--- src/rtl/lock_controller.sv ---
// Security-lock sequencer feeding the HEX/LED display driver trigger word.
// Latency: every output is registered and changes on the same edge as the state.
// Backpressure: none; enter is edge-detected internally, so holding it yields a single event.
//
// Ports:
//   clk, reset_n          clock, asynchronous active-low reset (synchronous release upstream)
//   sw[CODE_W-1:0]        candidate code, or new code when set_code qualifies enter
//   enter                 debounced/synchronised enter key (level)
//   set_code              with an enter event while unlocked, program sw as the new code
//   lock_req              manual lock request (level)
//   trigger[31:0]         [1]=unlocked, [0]=LED, [31:2]=0
//   unlocked, alarm       state is UNLOCKED / LOCKOUT
//   fail_cnt[2:0]         consecutive wrong entries so far
// Build option: define LOCK_AUTO_RELOCK_EN to add the auto-relock timer in UNLOCKED.
module lock_controller #(
    parameter int unsigned          CODE_W         = 10,
    parameter logic [CODE_W-1:0]    DEFAULT_CODE   = CODE_W'(10'h2A5),
    parameter int unsigned          MAX_TRIES      = 3,
    parameter int unsigned          LOCKOUT_CYCLES = 250000000,
    parameter int unsigned          RELOCK_CYCLES  = 500000000,
    parameter int unsigned          BLINK_CYCLES   = 25000000
) (
    input  logic              clk,
    input  logic              reset_n,
    input  logic [CODE_W-1:0] sw,
    input  logic              enter,
    input  logic              set_code,
    input  logic              lock_req,
    output logic [31:0]       trigger,
    output logic              unlocked,
    output logic              alarm,
    output logic [2:0]        fail_cnt
);

    if (MAX_TRIES < 1 || MAX_TRIES > 7 || LOCKOUT_CYCLES < 1 ||
        RELOCK_CYCLES < 1 || BLINK_CYCLES < 1) begin : g_bad_param
        $error("lock_controller: parameter out of range");
    end

    typedef enum logic [1:0] {
        ST_LOCKED   = 2'd0,
        ST_UNLOCKED = 2'd1,
        ST_LOCKOUT  = 2'd2
    } state_t;

    // Timers count down from N-1 so the exit edge is exactly N cycles after entry.
    localparam logic [31:0] LOCK_LOAD  = 32'(LOCKOUT_CYCLES - 1);
    localparam logic [31:0] BLINK_LOAD = 32'(BLINK_CYCLES - 1);
    // Failure count at which one more wrong entry trips the lockout.
    localparam logic [2:0]  LAST_TRY   = 3'(MAX_TRIES - 1);

    state_t             state_q, state_d;
    logic [CODE_W-1:0]  code_q, code_d;
    logic [2:0]         fail_q, fail_d;
    logic [31:0]        lock_tmr_q, lock_tmr_d;
    logic [31:0]        blink_cnt_q, blink_cnt_d;
    logic               led_q, led_d;
    logic               enter_q;
    logic               ev;
    logic [1:0]         trig_q, trig_d;
    logic               unlocked_q, alarm_q;
`ifdef LOCK_AUTO_RELOCK_EN
    localparam logic [31:0] RELOCK_LOAD = 32'(RELOCK_CYCLES - 1);
    logic [31:0]        relock_q, relock_d;
`endif

    assign ev = enter & ~enter_q;

    always_comb begin
        state_d     = state_q;
        code_d      = code_q;
        fail_d      = fail_q;
        lock_tmr_d  = lock_tmr_q;
        blink_cnt_d = blink_cnt_q;
        led_d       = led_q;
`ifdef LOCK_AUTO_RELOCK_EN
        relock_d    = relock_q;
`endif
        case (state_q)
            ST_LOCKED: begin
                if (ev) begin
                    if (sw == code_q) begin
                        state_d = ST_UNLOCKED;
                        fail_d  = 3'd0;
`ifdef LOCK_AUTO_RELOCK_EN
                        relock_d = RELOCK_LOAD;
`endif
                    end else if (fail_q == LAST_TRY) begin
                        state_d     = ST_LOCKOUT;
                        fail_d      = 3'd0;
                        lock_tmr_d  = LOCK_LOAD;
                        blink_cnt_d = BLINK_LOAD;
                        led_d       = 1'b1;
                    end else begin
                        fail_d = fail_q + 3'd1;
                    end
                end
            end
            ST_UNLOCKED: begin
                // lock_req wins over a simultaneous enter, so no code change then.
                // An enter event counts as activity and beats a same-cycle expiry.
                if (lock_req) begin
                    state_d = ST_LOCKED;
                end else if (ev) begin
                    if (set_code) begin
                        code_d = sw;
                    end
`ifdef LOCK_AUTO_RELOCK_EN
                    relock_d = RELOCK_LOAD;
                end else if (relock_q == 32'd0) begin
                    state_d = ST_LOCKED;
                end else begin
                    relock_d = relock_q - 32'd1;
`endif
                end
            end
            ST_LOCKOUT: begin
                // All inputs ignored; only the timer gets us out.
                if (lock_tmr_q == 32'd0) begin
                    state_d = ST_LOCKED;
                end else begin
                    lock_tmr_d = lock_tmr_q - 32'd1;
                    if (blink_cnt_q == 32'd0) begin
                        led_d       = ~led_q;
                        blink_cnt_d = BLINK_LOAD;
                    end else begin
                        blink_cnt_d = blink_cnt_q - 32'd1;
                    end
                end
            end
            default: state_d = ST_LOCKED;
        endcase

        // Outputs are derived from the next state so they register alongside it.
        trig_d = 2'b00;
        if (state_d == ST_UNLOCKED) begin
            trig_d = 2'b11;
        end else if (state_d == ST_LOCKOUT) begin
            trig_d = {1'b0, led_d};
        end
    end

    always_ff @(posedge clk or negedge reset_n) begin
        if (!reset_n) begin
            state_q     <= ST_LOCKED;
            code_q      <= DEFAULT_CODE;
            fail_q      <= 3'd0;
            lock_tmr_q  <= 32'd0;
            blink_cnt_q <= 32'd0;
            led_q       <= 1'b0;
            enter_q     <= 1'b0;
            trig_q      <= 2'b00;
            unlocked_q  <= 1'b0;
            alarm_q     <= 1'b0;
        end else begin
            state_q     <= state_d;
            code_q      <= code_d;
            fail_q      <= fail_d;
            lock_tmr_q  <= lock_tmr_d;
            blink_cnt_q <= blink_cnt_d;
            led_q       <= led_d;
            enter_q     <= enter;
            trig_q      <= trig_d;
            unlocked_q  <= (state_d == ST_UNLOCKED);
            alarm_q     <= (state_d == ST_LOCKOUT);
        end
    end

`ifdef LOCK_AUTO_RELOCK_EN
    always_ff @(posedge clk or negedge reset_n) begin
        if (!reset_n) begin
            relock_q <= 32'd0;
        end else begin
            relock_q <= relock_d;
        end
    end
`endif

    assign trigger  = {30'd0, trig_q};
    assign unlocked = unlocked_q;
    assign alarm    = alarm_q;
    assign fail_cnt = fail_q;

endmodule

--- config.mk ---
export PLATFORM = sky130hd
export DESIGN_NAME = lock_controller
export DESIGN_NICKNAME = d
export VERILOG_FILES = /design/src/rtl/lock_controller.sv
export SDC_FILE = /design/constraint.sdc
export NUM_CORES = 1
export LEC_CHECK = 0
export CORE_MARGIN = 1.5
export CORE_UTILIZATION = 62
export DETAILED_ROUTE_END_ITERATION = 12
export PLACE_DENSITY_LB_ADDON = 0.2
export SLEW_MARGIN = 25
export SYNTH_ARGS = -nofsm -noshare
export SYNTH_HDL_FRONTEND = slang
export SYNTH_SLANG_ARGS = --single-unit
--- constraint.sdc ---
create_clock -name clk -period 7.2 [get_ports clk]
set_clock_uncertainty 0.2 [all_clocks]
set_input_delay 0.72 -clock clk [delete_from_list [all_inputs] [get_ports clk]]
set_output_delay 0.72 -clock clk [all_outputs]
set_load 0.05 [all_outputs]
Word-level counts from Yosys, hierarchy flattened. Cells that the tools add are included.

Register bits after elaboration: 85. Bits in latches: 0. Memory bits (writable): 0. ROM bits: 0. Memories: 0.

$add $sub $neg: 3. $mul: 0. Div/mod/pow operators: 0. Order comparisons: 0. Eq/ne operators: 10. Shifts and indexed selects: 0. Muxes and demuxes: 27. Bitwise logic cells: 4. Reductions and logical operators: 7.

Operator list (number): 32-bit two-way mux (9); 32-bit one-hot mux with 2 select lines (2); 32-bit logical NOT (2); 32-bit by 1-bit subtractor with 32-bit output (second input constant) (2); 2-bit two-way mux (6); 10-bit == test (1); 2-bit != test (second input constant) (4); 1-bit two-way mux (6); 3-bit two-way mux (2); 2-bit one-hot mux with 3 select lines (1); 5-bit AND reduction (1); 2-bit by 1-bit == test with 1-bit output (second input constant) (2); 2-bit == test (second input constant) (2); 4-bit AND reduction (1); 3-bit by 1-bit adder with 3-bit output (second input constant) (1); 3-bit by 2-bit == test with 1-bit output (second input constant) (1); 1-bit NOT (3); 2-bit logical NOT (1); 1-bit one-hot mux with 2 select lines (1); 2-bit AND reduction (1); 2-bit nonzero test (1); 1-bit bitwise AND (1).

Logic depth before layout (Yosys ltp). Gate-level depths: netlist of run 1.

Depth after elaboration: 8. Gate-level depth with buffers: 9. Depth with buffers taken out: 8.

Worst setup path after synthesis of run 1. No wires, ideal clock.

Path type: input to register. From: input sw[4]. To: register lock_tmr_q[6]. Setup time: 157 ps. Data arrival time: 2527 ps. Required time: 6843 ps. Slack: 4316 ps. Stages on the path: 7. Buffers on the path: 2. Path through: xnor2_1 > nand4_1 > nor4_1 > or4_1 > clkbuf_1 > clkbuf_1 > o311ai_0.

Word-level cells in the longest chain between the ends: 3.

RTL lines: start, declared (line 25) `input logic [CODE_W-1:0] sw,`; 10-bit == test (line 82) `if (sw == code_q) begin`; 2-bit != test (no line); 5-bit AND reduction (no line); end signal, assigned (line 159) `lock_tmr_q <= lock_tmr_d;`; end, declared (line 55) `logic [31:0] lock_tmr_q, lock_tmr_d;`.

No other way between the ends. A chain may end at the register's enable or synchronous reset.

Worst setup path after layout of run 1.
From: input sw[7]. To: register blink_cnt_q[17].

Word-level cells in the longest chain between the ends: 3.

RTL lines: 10-bit == test (line 82); 2-bit != test (no line); 5-bit AND reduction (no line); end signal, assigned (line 160) `blink_cnt_q <= blink_cnt_d;`; end, declared (line 56) `logic [31:0] blink_cnt_q, blink_cnt_d;`.

No other way between the ends.

==> flow_summary.ini, run 1 <==
[cts]
clock_path_buffers = 2
cts-root-buf = clkbuf_8
clock-sinks = 84
hold_buffers = 0
clk_pin_slew_worst_paths_ps = 80
postCtsSetupRepairBufs = 0
cts_tree = built
cts_buffers = 9
cts_max_level = 3
clock_latency_ps = 360
cts_resized = 0

[drt]
avgRoutedWirePerCell_um = 17.0
vias = 4042
drt-total-wl_um = 10700
postRouteAntennaNets = 0
route.detailed.drc = 0
dr.pass1.iters = 6
via_per_inst = 6.39
first_iter_violations = 289

[place]
dp_hpwl_um = 7150
io_buffer_count = 21
post_dp_cell_area_um2 = 5030
finalWeightedCongestion = 0.862

[timing]
finalSetupViolCount = 0
slew_viol_final = 0
worstMarginPinSlew_ps = 1100
hold_violations = 0
fin_setup_tns_ps = 0
rsz0062_at_grt = false
fmax_mhz = 254
slew_headroom = 0.263
final.period_utilization = 0.546
period_needed_ps = 3930

[floorplan]
core_area_um2 = 7690
fp.dieArea_um2 = 8410
die_y_um = 91.7
die_w_um = 91.7
start_util = 0.634
fp-row-count = 32
io_pins = 52

[power_and_ir_drop]
power_switching_w = 0.000431
pwr-share-comb = 0.230
internal-power_w = 0.000819
p_per_area_nw_per_um2 = 238
ir_drop_mv = 0.176
switching_share = 0.345
p_leak_nw = 2.05
clkPwrFrac = 0.282
seqPwrFrac = 0.489

[setup_path]
path_class = in -> reg
worstPathRequired_ps = 7250
endpoint_kind = flip-flop
cp-start-kind = input pin
arrival_ps = 3980
crit_fanout = 26

[cells_and_area]
diodes = 0
stdcell_area_um2 = 5250
drive_above_1_share = 0.0923
final_util = 0.683
nNetsFinal = 544
layout_common_cells = dfrtp_1 (79), nor2_1 (31), conb_1 (30)
final_common_cell = dfrtp_1
area_growth_pct = 7.65

[logic_synthesis]
ys_seq_area_frac = 0.432
synth.top_cell.area_share = 0.405
synthFlopType = dfrtp_1
synth.cell_area_um2 = 4880
yosys-top-cells-area = dfrtp_1 (41%), buf_4 (5.1%), or4_1 (3.2%), a21oi_1 (2.9%), nor3_1 (2.8%)
synth_seq_cells = 84
synth.distinct_cells = 59
synth-edff-count = 0
avgSynthCellArea_um2 = 9.43
yosysTopAreaCell = dfrtp_1
yosysWarningCount = 0
postSynth.asyncResetShare = 1.00
netlist_instances = 517

[status]
run_status = finished, final reports clean

[job]
cap_viol_max_count = 0

[global_routing]
grt_antenna_before_repair = 0
grt_pass1_vias = 3825
grt_usage = 0.269
grt_max_degree = 53
gr-total-overflow = 0
grt_pass1_wl_um = 17900

[hold_path]
hold_class = in -> async
## critical path: stages
cell             delay [ps]
clkdlybuf4s50_1         510
xnor2_1                 150
nand4_1                 150
nor4_1                  850
or4_1                   840
a21oi_2                 380
a32o_1                  360
## cell type report
class	count	area (um^2)
flip-flops and latches	84	2110
fillers	636	2440
well taps	102	128
multi-input cells	396	2510
repair buffers	25	258
clock inverters	4	47.5
inverters	10	37.5
clock buffers	12	155
## synthesized netlist by cell type (5+ instances only)
cell type   n
a22o_1     12
nor4_1     17
clkbuf_1   18
o22a_1     10
dfrtp_1    79
nor2_1     31
nand2_1    29
nand4_1     6
buf_4      33
o21ai_0    22
nand2b_1    7
or4_1      21
or3_1      17
nand3_1    23
o22ai_1    11
mux2_2     10
dfstp_2     5
inv_1      10
nor3_1     27
a21oi_1    28
xnor2_1    11
o31ai_1    18
## power by group through the flow
| stage | clock network (W) | logic [W] | registers (W) |
|---|---|---|---|
| floorplan | 0 | 0.000247 | 0.000596 |
| global placement | 0 | 0.000271 | 0.000614 |
| detailed placement | 0 | 0.000285 | 0.000617 |
| CTS | 0.000358 | 0.000285 | 0.000609 |
| global route | 0.000373 | 0.000320 | 0.000620 |
| finish | 0.000352 | 0.000287 | 0.000611 |
## registers in the layout, indices dropped and copies added (netlist names)
| signal | count |
|---|---|
| led_q | 1 |
| trig_q | 2 |
| fail_cnt | 3 |
| code_q | 10 |
| lock_tmr_q | 32 |
| enter_q | 1 |
| alarm | 1 |
| blink_cnt_q | 32 |
| state_q | 2 |
## worst paths after layout
check                              start               to  slack, ps  cells past startpoint
setup reg to reg               code_q[7]  blink_cnt_q[17]       3610                      6
setup / recovery                   sw[7]  blink_cnt_q[17]       3270                      7
max in group asynchronous        reset_n        code_q[9]       6040                      2
hold reg to reg            lock_tmr_q[0]    lock_tmr_q[0]        280                      1
hold / removal                   reset_n   lock_tmr_q[12]        110                      1
min in group clk           lock_tmr_q[0]    lock_tmr_q[0]        280                      1
## stage by stage
| stage | instances | hold slack [ps] | total power, W | setup slack [ps] |
|---|---|---|---|---|
| after detailed placement | 617 | 268 | 0.000902 | 2920 |
| after global routing | 633 | 144 | 0.00131 | 3090 |
| after CTS | 633 | 120 | 0.00125 | 3270 |
| final | 633 | 111 | 0.00125 | 3270 |
| after floorplan | 546 | 224 | 0.000844 | 4320 |
| after global placement | 616 | 258 | 0.000886 | 3110 |
## cells by family (layout without fill, tap and decap cells)
family | count (synthesis) | count (layout) | share of synthesized area
mux | 14 | 14 | 0.0313
other cells | 1 | 30 | 0.000769
xor+xnor | 15 | 15 | 0.0269
fa+ha+maj | 3 | 3 | 0.00770
flops | 84 | 84 | 0.432
compound gates | 130 | 130 | 0.186
buf+inv | 66 | 51 | 0.0801
simple gates | 204 | 204 | 0.235
## layer usage
layer,track usage,routed length [um],vias to the layer above
met1,0.339,4680,1984
met2,0.458,5430,112
met4,0.0964,151,0
met5,0,0,-
li1,-,-,1929
met3,0.0539,479,17
(Power assumes the default switching activity.)
==> inputs of run 2 (changes only) <==
- CORE_UTILIZATION: 62 -> 57
- clock period: 7.2 -> 3.7 ns (I/O delays scaled with it)
==> flow_summary.ini, run 2 (synthesis results as in run 1) <==
[setup_path]
r2r-start = lock_tmr_q[18]
rr_endpoint = blink_cnt_q[4]
crit_fanout = 10
endpoint_kind = flip-flop
arrival_ps = 3150
cp-start-kind = flip-flop
path_class = reg -> reg
worstPathRequired_ps = 3750
r2r_setup_slack_ps = 600
ff2ff_path_depth = 7
crit_start = lock_tmr_q[18]
endpoint = blink_cnt_q[4]

[floorplan]
core_area_um2 = 8260
fp-row-count = 33
io_pins = 52
die_w_um = 95.5
start_util = 0.590
die_y_um = 95.5
fp.dieArea_um2 = 9120

[cts]
cts_buffers = 9
clock-sinks = 84
cts_resized = 0
clock_path_buffers = 2
postCtsSetupRepairBufs = 0
cts_max_level = 3
cts-root-buf = clkbuf_8
clock_latency_ps = 350
clk_pin_slew_worst_paths_ps = 80
cts_tree = built

[drt]
avgRoutedWirePerCell_um = 15.9
vias = 4014
first_iter_violations = 210
drt-total-wl_um = 10300
route.detailed.drc = 0
via_per_inst = 6.18
dr.pass1.iters = 5
postRouteAntennaNets = 0

[place]
finalWeightedCongestion = 0.820
dp_hpwl_um = 7080
io_buffer_count = 21
place_inst = 632

[power_and_ir_drop]
p_leak_nw = 2.10
power_w = 0.00241
ir_drop_mv = 0.338
p_per_area_nw_per_um2 = 452

[cells_and_area]
instances_no_fill = 649
top_regs = blink_cnt_q: 32 flops, lock_tmr_q: 32 flops, code_q: 10 flops
drive_above_1_share = 0.107
final_util = 0.646
nNetsFinal = 557
area_growth_pct = 9.44
layout_common_cells = dfrtp_1 (79), nor2_1 (31), conb_1 (30)
fillerInstances = 676
final_common_cell = dfrtp_1
diodes = 0

[timing]
hold_violations = 0
fin_setup_tns_ps = 0
hold_ws_ps = 286
rsz0062_at_grt = false
finalSetupViolCount = 0
final.period_utilization = 0.838
worstMarginPinSlew_ps = 695
slew_headroom = 0.533
slew_viol_final = 0
period_needed_ps = 3100
fmax_mhz = 322

[global_routing]
grt_max_degree = 55
gr-total-overflow = 0
grt_pass1_vias = 3709
grt_antenna_before_repair = 0
grt_usage = 0.243
grt_pass1_wl_um = 17400

[job]
cap_viol_max_count = 0

[hold_path]
hold_class = reg -> reg

[status]
run_status = finished, final reports clean
[run 2: worst min path at each step]
stage | cells after the start | endpoint | from | slack, ps
after global placement | 1 | lock_tmr_q[0] | lock_tmr_q[0] | 260
after global routing | 1 | enter_q | enter | 320
final | 1 | lock_tmr_q[0] | lock_tmr_q[0] | 290
after CTS | 2 | code_q[8] | reset_n | 290
after floorplan | 0 | alarm | reset_n | -130
after detailed placement | 1 | code_q[8] | reset_n | 140
[run 2: layer usage]
layer  GRT usage  vias up  part of all wire
met5           0        -                 0
met3      0.0415       13             0.049
li1            -     1948                 -
met1       0.331     1931              0.48
met4      0.0858        0             0.010
met2       0.388      122              0.46
[run 2: final cells by class]
class                   count  area [um^2]  share of cell area
multi-input cells         396         2500               0.468
clock inverters             2         37.5             0.00703
repair buffers             38          370              0.0694
inverters                  10         37.5             0.00703
clock buffers              14          153              0.0286
flip-flops and latches     84         2110               0.395
well taps                 105          131              0.0246
[run 2: worst max-delay path, cell delays in order, from the launching register on]
cell and delay (ps):
dfrtp_1 450, or4_4 540, nand3b_4 210, or4_1 560, o21ai_2 460, buf_4 260, a22oi_1 100, o22a_1 220
[run 2: per-stage QoR]
step	worst slack (ps)	area, um^2
final	598	5340
after global placement	480	5110
after global routing	441	5340
after detailed placement	505	5140
after floorplan	917	4980
after CTS	603	5340
[run 2: timing repair]
item | in CTS | in global routing
hold buffers | 1 | 0
setup endpoints to repair | 0 | 0
hold endpoints to repair | 28 | 0
[run 2: where the power goes]
group	internal (W)	switching (W)	total, W
clock network	0.000332	0.000314	0.000647
registers	0.00104	0.000142	0.00119
logic	0.000222	0.000356	0.000577
